==> config.mk <==
export PLATFORM = sky130hd
export DESIGN_NAME = drag_tree_multi
export DESIGN_NICKNAME = d
export VERILOG_FILES = /design/src/rtl/drag_tree_pkg.sv /design/src/rtl/drag_tick_gen.sv /design/src/rtl/drag_tree_multi.sv
export SDC_FILE = /design/constraint.sdc
export NUM_CORES = 1
export LEC_CHECK = 0
export ABC_CLOCK_PERIOD_IN_PS = 2100
export BUFFER_PORTS_ARGS = -buffer_cell sky130_fd_sc_hd__buf_2
export CORE_UTILIZATION = 50
export CTS_BUF_LIST = sky130_fd_sc_hd__clkbuf_4
export DETAILED_ROUTE_END_ITERATION = 12
export GPL_TIMING_DRIVEN = 0
export MAX_ROUTING_LAYER = met4
export PLACE_DENSITY = 0.74
export SLEW_MARGIN = 10
export SYNTH_ARGS = -nofsm -noshare
export SYNTH_HDL_FRONTEND = slang
export SYNTH_SLANG_ARGS = --single-unit
==> constraint.sdc <==
create_clock -name CLOCK_50 -period 2.1 [get_ports CLOCK_50]
set_input_delay 0.315 -clock CLOCK_50 [delete_from_list [all_inputs] [get_ports CLOCK_50]]
set_output_delay 0.315 -clock CLOCK_50 [all_outputs]
set_load 0.02 [all_outputs]
==> src/rtl/drag_tree_pkg.sv <==
// Shared types and default build constants for the multi-lane drag-race tree.
package drag_tree_pkg;

   typedef enum logic [1:0] {
      ST_IDLE  = 2'd0,
      ST_COUNT = 2'd1,
      ST_GREEN = 2'd2,
      ST_DONE  = 2'd3
   } state_e;

   localparam int unsigned DEF_LANES      = 2;
   localparam int unsigned DEF_AMBERS     = 3;
   localparam int unsigned DEF_TICK_DIV   = 5000000;
   localparam int unsigned DEF_STEP_TICKS = 5;
   localparam int unsigned DEF_PRO_TICKS  = 4;
   localparam int unsigned DEF_RW         = 10;

   // Index width that never collapses to zero bits.
   function automatic int unsigned idx_w(input int unsigned n);
      if (n > 1) return $clog2(n);
      return 1;
   endfunction

endpackage

==> src/rtl/drag_tick_gen.sv <==
// Timing-tick prescaler: one-cycle pulse every TICK_DIV enabled cycles, zeroed by restart.
module drag_tick_gen #(
   parameter int unsigned TICK_DIV = 4
) (
   input  logic clk,
   input  logic rst_n,
   input  logic en,
   input  logic restart,
   output logic tick_c
);

   localparam int unsigned CW = $clog2(TICK_DIV);

   logic [CW-1:0] cnt_q, cnt_d;

   always_comb begin
      cnt_d  = cnt_q;
      tick_c = 1'b0;
      if (restart) begin
         cnt_d = '0;
      end else if (en) begin
         if (cnt_q == CW'(TICK_DIV - 1)) begin
            cnt_d  = '0;
            tick_c = 1'b1;
         end else begin
            cnt_d = cnt_q + CW'(1);
         end
      end
   end

   always_ff @(posedge clk or negedge rst_n) begin
      if (!rst_n) cnt_q <= '0;
      else        cnt_q <= cnt_d;
   end

endmodule

==> src/rtl/drag_tree_multi.sv <==
// Multi-lane drag-race christmas tree: amber countdown, green, false-start and launch detection.
// Define DRAG_TREE_REACTION_EN to build the per-lane reaction counters and winner logic.
module drag_tree_multi
   import drag_tree_pkg::*;
#(
   parameter int unsigned LANES      = DEF_LANES,
   parameter int unsigned AMBERS     = DEF_AMBERS,
   parameter int unsigned TICK_DIV   = DEF_TICK_DIV,
   parameter int unsigned STEP_TICKS = DEF_STEP_TICKS,
   parameter int unsigned PRO_TICKS  = DEF_PRO_TICKS,
   parameter int unsigned RW         = DEF_RW
) (
   input  logic                      CLOCK_50,
   input  logic                      RESET_N,
   input  logic [LANES-1:0]          prestage,
   input  logic [LANES-1:0]          stage,
   input  logic                      go,
   input  logic                      mode,
   input  logic                      clr,
   output logic [LANES-1:0]          pre_lt,
   output logic [LANES-1:0]          stg_lt,
   output logic [LANES-1:0]          grn_lt,
   output logic [LANES-1:0]          red_lt,
   output logic [AMBERS-1:0]         amb_lt,
   output logic [LANES*RW-1:0]       react,
   output logic [idx_w(LANES)-1:0]   win,
   output logic                      win_vld,
   output logic                      busy
);

   localparam int unsigned AW   = idx_w(AMBERS);
   localparam int unsigned SMAX = (STEP_TICKS > PRO_TICKS) ? STEP_TICKS : PRO_TICKS;
   localparam int unsigned SW   = idx_w(SMAX);

   state_e            state_q, state_d;
   logic              mode_q, mode_d;
   logic [AW-1:0]     amb_idx_q, amb_idx_d;
   logic [SW-1:0]     step_q, step_d;
   logic [LANES-1:0]  pre_q, pre_d, stg_q, stg_d;
   logic [LANES-1:0]  grn_q, grn_d, red_q, red_d, lch_q, lch_d;
   logic [AMBERS-1:0] amb_q, amb_d;
   logic              busy_q, busy_d;

   logic [LANES-1:0]  fall_c;
   logic [SW-1:0]     last_c;
   logic              start_c, tick_c, tick_en_c;

   drag_tick_gen #(.TICK_DIV(TICK_DIV)) u_tick (
      .clk     (CLOCK_50),
      .rst_n   (RESET_N),
      .en      (tick_en_c),
      .restart (start_c),
      .tick_c  (tick_c)
   );

   assign tick_en_c = (state_q == ST_COUNT) || (state_q == ST_GREEN);
   assign fall_c    = stg_q & ~stage;
   assign last_c    = mode_q ? SW'(PRO_TICKS - 1) : SW'(STEP_TICKS - 1);
   assign start_c   = (state_q == ST_IDLE) && go && (&stage);

   // Sequencer next state and lamp bookkeeping.
   always_comb begin
      state_d   = state_q;
      mode_d    = mode_q;
      amb_idx_d = amb_idx_q;
      step_d    = step_q;
      pre_d     = prestage;
      stg_d     = stage;
      grn_d     = grn_q;
      red_d     = red_q;
      lch_d     = lch_q;
      amb_d     = '0;
      busy_d    = 1'b0;

      case (state_q)
         ST_IDLE: begin
            if (start_c) begin
               state_d   = ST_COUNT;
               mode_d    = mode;
               amb_idx_d = '0;
               step_d    = '0;
            end
         end
         ST_COUNT: begin
            if (tick_c) begin
               if (step_q == last_c) begin
                  step_d = '0;
                  if (mode_q || (amb_idx_q == AW'(AMBERS - 1))) state_d = ST_GREEN;
                  else amb_idx_d = amb_idx_q + AW'(1);
               end else begin
                  step_d = step_q + SW'(1);
               end
            end
            // A launch coinciding with green entry is a legal launch, not a foul.
            if (state_d == ST_GREEN) begin
               grn_d = ~red_q;
               lch_d = fall_c & ~red_q;
            end else begin
               red_d = red_q | fall_c;
            end
         end
         ST_GREEN: begin
            lch_d = lch_q | (fall_c & ~red_q);
            if (&(red_q | lch_d)) state_d = ST_DONE;
         end
         ST_DONE: begin
            if (clr) begin
               state_d = ST_IDLE;
               grn_d   = '0;
               red_d   = '0;
               lch_d   = '0;
            end
         end
         default: state_d = ST_IDLE;
      endcase

      if (state_d == ST_COUNT) amb_d = mode_d ? '1 : (AMBERS'(1) << amb_idx_d);
      busy_d = (state_d != ST_IDLE);
   end

   always_ff @(posedge CLOCK_50 or negedge RESET_N) begin
      if (!RESET_N) begin
         state_q   <= ST_IDLE;
         mode_q    <= 1'b0;
         amb_idx_q <= '0;
         step_q    <= '0;
         pre_q     <= '0;
         stg_q     <= '0;
         grn_q     <= '0;
         red_q     <= '0;
         lch_q     <= '0;
         amb_q     <= '0;
         busy_q    <= 1'b0;
      end else begin
         state_q   <= state_d;
         mode_q    <= mode_d;
         amb_idx_q <= amb_idx_d;
         step_q    <= step_d;
         pre_q     <= pre_d;
         stg_q     <= stg_d;
         grn_q     <= grn_d;
         red_q     <= red_d;
         lch_q     <= lch_d;
         amb_q     <= amb_d;
         busy_q    <= busy_d;
      end
   end

   assign pre_lt = pre_q;
   assign stg_lt = stg_q;
   assign grn_lt = grn_q;
   assign red_lt = red_q;
   assign amb_lt = amb_q;
   assign busy   = busy_q;

`ifdef DRAG_TREE_REACTION_EN
   localparam int unsigned WW = idx_w(LANES);

   logic [LANES-1:0][RW-1:0] react_q, react_d;
   logic [WW-1:0]            win_q, win_d;
   logic                     win_vld_q, win_vld_d;
   logic [RW-1:0]            best_c;

   // Reaction counting in green; winner resolved on the transition into DONE.
   always_comb begin
      react_d   = react_q;
      win_d     = win_q;
      win_vld_d = win_vld_q;
      best_c    = '0;
      if (state_q == ST_GREEN) begin
         for (int unsigned i = 0; i < LANES; i++) begin
            if (tick_c && !red_q[i] && !lch_d[i] && (react_q[i] != '1))
               react_d[i] = react_q[i] + RW'(1);
         end
         if (state_d == ST_DONE) begin
            win_d     = '0;
            win_vld_d = 1'b0;
            for (int unsigned i = 0; i < LANES; i++) begin
               if (!red_q[i] && (!win_vld_d || (react_d[i] < best_c))) begin
                  best_c    = react_d[i];
                  win_d     = WW'(i);
                  win_vld_d = 1'b1;
               end
            end
         end
      end else if ((state_q == ST_DONE) && clr) begin
         react_d   = '0;
         win_d     = '0;
         win_vld_d = 1'b0;
      end
   end

   always_ff @(posedge CLOCK_50 or negedge RESET_N) begin
      if (!RESET_N) begin
         react_q   <= '0;
         win_q     <= '0;
         win_vld_q <= 1'b0;
      end else begin
         react_q   <= react_d;
         win_q     <= win_d;
         win_vld_q <= win_vld_d;
      end
   end

   assign react   = react_q;
   assign win     = win_q;
   assign win_vld = win_vld_q;
`else
   assign react   = '0;
   assign win     = '0;
   assign win_vld = 1'b0;
`endif

endmodule

# [Word level (Yosys, flattened, before mapping)]
# Index checks and enable logic that the tools add are counted.
# Widths: inputs -> output; s select.
[totals] ram_bits=0 inputBits=9 latch_bits=0 rom_bits=0 out_inout_bits=34 n_memories=0 ff_bits=45 word_cells=87
[classes] magnitude_cmp=0 n_mux=35 mul=0 shifts=1 n_eq_ne=13 add_sub_neg=3 bitwise=7 div_mod_pow=0 reduce_logical=16
[op_table] operator="$mux 23" count=3
[op_table] operator="$mux 2" count=15
[op_table] operator="$add 23x1->23 const B" count=1
[op_table] operator="$eq 23x23->1 const B" count=1
[op_table] operator="$mux 3" count=6
[op_table] operator="$pmux 2 s2" count=3
[op_table] operator="$reduce_and 3->1" count=4
[op_table] operator="$eq 2x2->1 const B" count=4
[op_table] operator="$ne 2x2->1 const B" count=4
[op_table] operator="$pmux 2 s4" count=1
[op_table] operator="$reduce_bool 2->1" count=4
[op_table] operator="$or 2x2->2" count=3
[op_table] operator="$pmux 2 s3" count=1
[op_table] operator="$pmux 3 s2" count=1
[op_table] operator="$mux 1" count=5
[op_table] operator="$and 2x2->2" count=2
[op_table] operator="$eq 2x1->1 const B" count=2
[op_table] operator="$not 2->2" count=2
[op_table] operator="$reduce_and 2->1" count=2
[op_table] operator="$add 3x1->3 const B" count=1
[op_table] operator="$eq 3x3->1" count=1
[op_table] operator="$reduce_bool 3->1" count=1
[op_table] operator="$shl 1x2->3 const A" count=1
[op_table] operator="$add 2x1->2 const B" count=1
[op_table] operator="other kinds (4)" count=6

# [Depth between registers and ports, before layout]
[depth] depth_word=10 ltp_mapped=9 depth_no_buf=8

# [Cells and area by module]
# From an unflattened synthesis, not the netlist that was laid out.
[hier_totals] hier_cells=266 area_unflattened_um2=2607.5
[by_module_without_submodules] mod="drag_tree_multi" area_each_um2=1320.0 n_inst=1 seq_area_each_um2=550.5 cells_each=134
[by_module_without_submodules] mod="drag_tick_gen" area_each_um2=1287.5 n_inst=1 seq_area_each_um2=575.6 cells_each=132

# [Worst setup path after synthesis]
# No wires, ideal clock.
[synth_timing] path_type="register to register" from="register state_q[1]" to="register lch_q[0]" synth_period_minus_slack_ps=2343 t_required_ps=1999 n_path_buf=1 slack_ps=-243 arrival_time_ps=2242 stages_incl_launch_ff=10 setup_time_ps=101 path_cell_list="dfrtp_1 -> inv_1 -> ha_1 -> buf_6 -> o21a_1 -> o211ai_1 -> nor4_1 -> a21oi_1 -> a221o_1 -> o32ai_1"
[synth_between] elab_chain_len=9 word_cells_on_any_way=19 classes_between="eq/ne (6); mux (7); reduce/logical (6)"
[synth_lines] item="start: declaration" line="drag_tree_multi.sv:35" source="state_e state_q, state_d;"
[synth_lines] item="start signal: assignment" line="drag_tree_multi.sv:135" source="state_q <= state_d;"
[synth_lines] item="$eq 2x1->1 (tied with other cells)" line="drag_tree_multi.sv:56, drag_tree_multi.sv:75"
[synth_lines] item="$logic_or 1x1->1 / $logic_and 1x1->1 (equally long branches)" line="drag_tree_multi.sv:56, drag_tree_multi.sv:59"
[synth_lines] item="$mux 1 / $logic_and 1x1->1 (equally long branches)" line="drag_tick_gen.sv:21, drag_tree_multi.sv:59"
[synth_lines] item="$mux 1" line="drag_tick_gen.sv:19" source="if (restart) begin"
[synth_lines] item="$mux 2" line="drag_tree_multi.sv:85" source="if (tick_c) begin"
[synth_lines] item="$mux 2" line="drag_tree_multi.sv:75" source="case (state_q)"
[synth_lines] item="$eq 2x2->1" line="drag_tree_multi.sv:95" source="if (state_d == ST_GREEN) begin"
[synth_lines] item="$ne 2x1->1 (no line)"
[synth_lines] item="$reduce_and 3->1 (no line)"
[synth_lines] item="end signal: assignment" line="drag_tree_multi.sv:143" source="lch_q <= lch_d;"
[synth_lines] item="end: declaration" line="drag_tree_multi.sv:40" source="logic [LANES-1:0] grn_q, grn_d, red_q, red_d, lch_q, lch_d;"
# Parallel ways exist; a longest one is shown, timed or not. The select of a mux whose other input is x is not followed.
# A chain may end at the register's enable or synchronous reset.

# [Worst setup path after layout]
[layout_timing] from="register u_tick.cnt_q[6]" to="register amb_q[1] (netlist: amb_lt[1])"
[layout_between] elab_chain_len=9 word_cells_on_any_way=13 classes_between="eq/ne (2); shift (1); mux (10)"
[layout_lines] item="start: declaration" line="drag_tick_gen.sv:14" source="logic [CW-1:0] cnt_q, cnt_d;"
[layout_lines] item="start signal: assignment" line="drag_tick_gen.sv:33" source="else cnt_q <= cnt_d;"
[layout_lines] item="$eq 23x23->1 *" line="drag_tick_gen.sv:22" source="if (cnt_q == CW'(TICK_DIV - 1)) begin"
[layout_lines] item="$mux 1 *" line="drag_tick_gen.sv:22"
[layout_lines] item="$mux 1 *" line="drag_tick_gen.sv:21" source="end else if (en) begin"
[layout_lines] item="$mux 1 *" line="drag_tick_gen.sv:19"
[layout_lines] item="$mux 2" line="drag_tree_multi.sv:85"
[layout_lines] item="$mux 2 / $pmux 2 s2 (equally long branches)" line="drag_tree_multi.sv:75"
[layout_lines] item="$pmux 2 s4 / $shl 1x2->3 (equally long branches)" line="drag_tree_multi.sv:75, drag_tree_multi.sv:117"
[layout_lines] item="$eq 2x1->1 / $mux 3 (equally long branches)" line="drag_tree_multi.sv:117" source="if (state_d == ST_COUNT) amb_d = mode_d ? '1 : (AMBERS'(1) << amb_idx_d);"
[layout_lines] item="$mux 3 *" line="drag_tree_multi.sv:117"
[layout_lines] item="named net amb_d[1]" line="drag_tree_multi.sv:41" source="logic [AMBERS-1:0] amb_q, amb_d;"
[layout_lines] item="end signal: assignment" line="drag_tree_multi.sv:144" source="amb_q <= amb_d;"
[layout_lines] item="end: declaration" line="drag_tree_multi.sv:41"
# The timed path passes the listed nets; every way through them passes the cells marked *. The select of a mux whose other input is x is not followed.

==> run summary <==
Status - finished, violations left
Failing checks - negative setup slack
Via Count - 2,427
Yosys top cell area share - 0.408
CTS tree - yes
Wire per inst - 13.9 um
Diode count - 0
CTS H-Tree Depth - 2
Synth area leaders - dfrtp_1 41%, buf_4 6.5%, nand2_1 4.1%
Delay-heaviest family, CP - simple AND/OR/NAND/NOR gates
# IOs - 43
Maxcap violations - 0
Count of cell types in the netlist - 53
Critical path buffer and inverter count - 1
CTS Sinks - 45
CP max stage delay - 470 ps
Worst R2R Path Depth - 7
Minimum clock period - 2250 ps
Most frequent CP cell - nor4b_4
Seq cells post-synth - 45
Final HPWL DP - 4.13 mm
CP Data Arrival Time - 2500 ps
Final-report hold violation count - 0
Final Non-Filler Cells - 445
Max frequency - 0.444 GHz
Initial Util - 0.531
FP Rows - 26
Worst r2r dst - amb_lt[1]
Core area - 5200 um2
Kind of critical path - reg -> reg
Post-synthesis cell count - 306
Max Transition Viols Final - 0
Fin util - 0.661
Top_reg_cell synth - dfrtp_1
PortBufs - 20
Async set-or-reset flop fraction in the synthesized netlist - 1.00
DRT iter0 DRCs - 203
Reg-to-reg critical path startpoint - u_tick.cnt_q[6]
Critical Path Source - u_tick.cnt_q[6]
Gr usage total - 0.227
Num CTS Buffers - 5
RSZ-0062 raised after global routing - true
Clock Path Buffers - 2
Sequential share of the synthesized area - 0.408
Finished layout cell area - 3440 um2
Slew headroom - 0.334
First-pass GRT wire length - 10.5 mm
Placed Area - 3050 um2
Most area-hungry cell type in the Yosys netlist - dfrtp_1
Crit share post-route - 1.07
Synthesized area - 2760 um2
Post-Place Cells - 417
Syn Area/Cell - 9.03 um2
CTS Root Cell - clkbuf_4
DR vias/cell - 5.45
Least-Margin Pin Slew - 999 ps
Maximum vdd drop - 0.000275 V
Die W - 76.3 um
Layout cell share with drive strength beyond 1 - 0.317
Die footprint - 5830 um2
Top cells by count, synth - 45 x dfrtp_1, 30 x nand2_1, 30 x nor2_1, 24 x buf_4
Worst Skew - 20.2 ps
Critical Path End - amb_lt[1]
Pwr/cell area - 410 nW/um2
Final setup fails - 12
Largest net degree at the start of global routing - 46
WHS - 56.4 ps
Layout overhead on the synthesized area - 24.5%
First drt pass iteration count - 4
Cell depth of the worst setup path - 7
Worst-path clk slew - 140 ps
CP startpoint kind - flip-flop
Final WL - 6.18 mm
Static Leak - 1.60 nW
Worst R2R Setup Slack - -150 ps
Grt total ovfl - 0
CP endpoint kind - flip-flop
Hold Startpoint - prestage[0]
Hold Crit Class - in -> reg
CP max FO - 6
Slowest CP cell - dfrtp_2
GP Congestion - 0.841
Residual DRC - 0
Filler cell count - 453
Initial antenna violation count - 0
Setup Slack @ Placement - -494 ps
Number of synthesized flops with an enable pin - 0
Hold buffer count at cts - 0
Post-DRT Antenna Nets - 0
Clock Latency Late Sink - 370 ps
Count leader, synth - dfrtp_1
Nets - 391
Die Ht - 76.3 um
Vias in the first global route - 2,308
Worst Slack Setup Final - -152 ps
CP Data Required Time - 2350 ps
YS warnings - 0
Crit path cell chain - nor4b_4, nand4_1, or4_4, nor4b_4, buf_6, mux2i_1, a31oi_1
worst min path at each step:
stage                         to  depth (start not counted)
finish                 pre_lt[0]                          1
global route           pre_lt[0]                          1
CTS                    pre_lt[0]                          1
detailed placement     pre_lt[1]                          1
global placement       pre_lt[0]                          1
floorplan           amb_idx_q[0]                          0
layout by cell type (no fill, tap or decap), types with 5 or more instances in the layout:
master / count
buf_4: 46
dfrtp_1: 41
nor2_1: 28
nand2_1: 27
conb_1: 22
buf_2: 20
o21ai_0: 13
inv_1: 12
a21oi_1: 11
clkbuf_4: 9
nand3_1: 9
nor3_1: 8
nand4_1: 7
buf_6: 6
nand2b_1: 5
o31ai_1: 5
xor2_1: 5
xnor2_1: 5
ha_1: 5
through the flow:
stage          setup TNS (ps)  total power, mW
4_1_cts                 -1500             1.43
2_1_floorplan            -910            0.963
3_5_place_dp           -11790            0.995
5_1_grt                 -3050             1.46
6_report                -1020             1.41
3_3_place_gp            -9580            0.995
power by group:
group	switching [mW]	internal [mW]
combinational	0.0699	0.0369
clock	0.276	0.155
sequential	0.00197	0.870
cell families (layout without fill, tap and decap cells):
kind of cell    Yosys count  in the layout  synth area share
simple gates            120            120             0.228
compound gates           66             66             0.164
buf+inv                  50             98             0.109
flops                    45             45             0.408
xor+xnor                 11             11            0.0349
fa+ha+maj                 8              8            0.0362
mux                       5              5            0.0186
other cells               1             22           0.00136
area by class of cell:
| class | count | area (um2) | share of cell area |
|---|---|---|---|
| sequential | 45 | 1130 | 0.329 |
| tap | 70 | 87.6 | 0.0255 |
| clock buffer | 7 | 52.6 | 0.0153 |
| multi-input combinational | 232 | 1570 | 0.457 |
| clock inverter | 1 | 3.75 | 0.00109 |
| buffer | 30 | 236 | 0.0688 |
| inverter | 15 | 58.8 | 0.0171 |
| timing repair buffer | 45 | 295 | 0.0859 |
repair_timing:
| action | in CTS | in global routing |
|---|---|---|
| pin swaps | 12 | 17 |
| endpoints found under the setup margin | 37 | 36 |
| resized for setup | 20 | 22 |
| cloned | 0 | 0 |
| buffers inserted | 17 | 8 |
worst reg2reg max path, stage by stage (launching register included):
cell and delay (ps):
dfrtp_2 470, nor4b_4 330, nand4_1 150, or4_4 470, nor4b_4 250, buf_6 180, mux2i_1 190, a31oi_1 100
sequential cells by signal (all words and copies together) (netlist names):
signal / count
stg_lt: 2
u_tick.cnt_q: 23
amb_idx_q: 2
state_q: 2
mode_q: 1
red_lt: 2
step_q: 3
busy: 1
lch_q: 2
grn_lt: 2
pre_lt: 2
amb_lt: 3
layer usage:
layer  vias up  routed length [um]  track usage
li1       1181                   -            -
met1      1161                2710        0.288
met2        76                3070        0.386
met3         9                 340       0.0287
met4         0                  62       0.0577
met5         -                   0            -
Power figures use the tool's default switching activity.
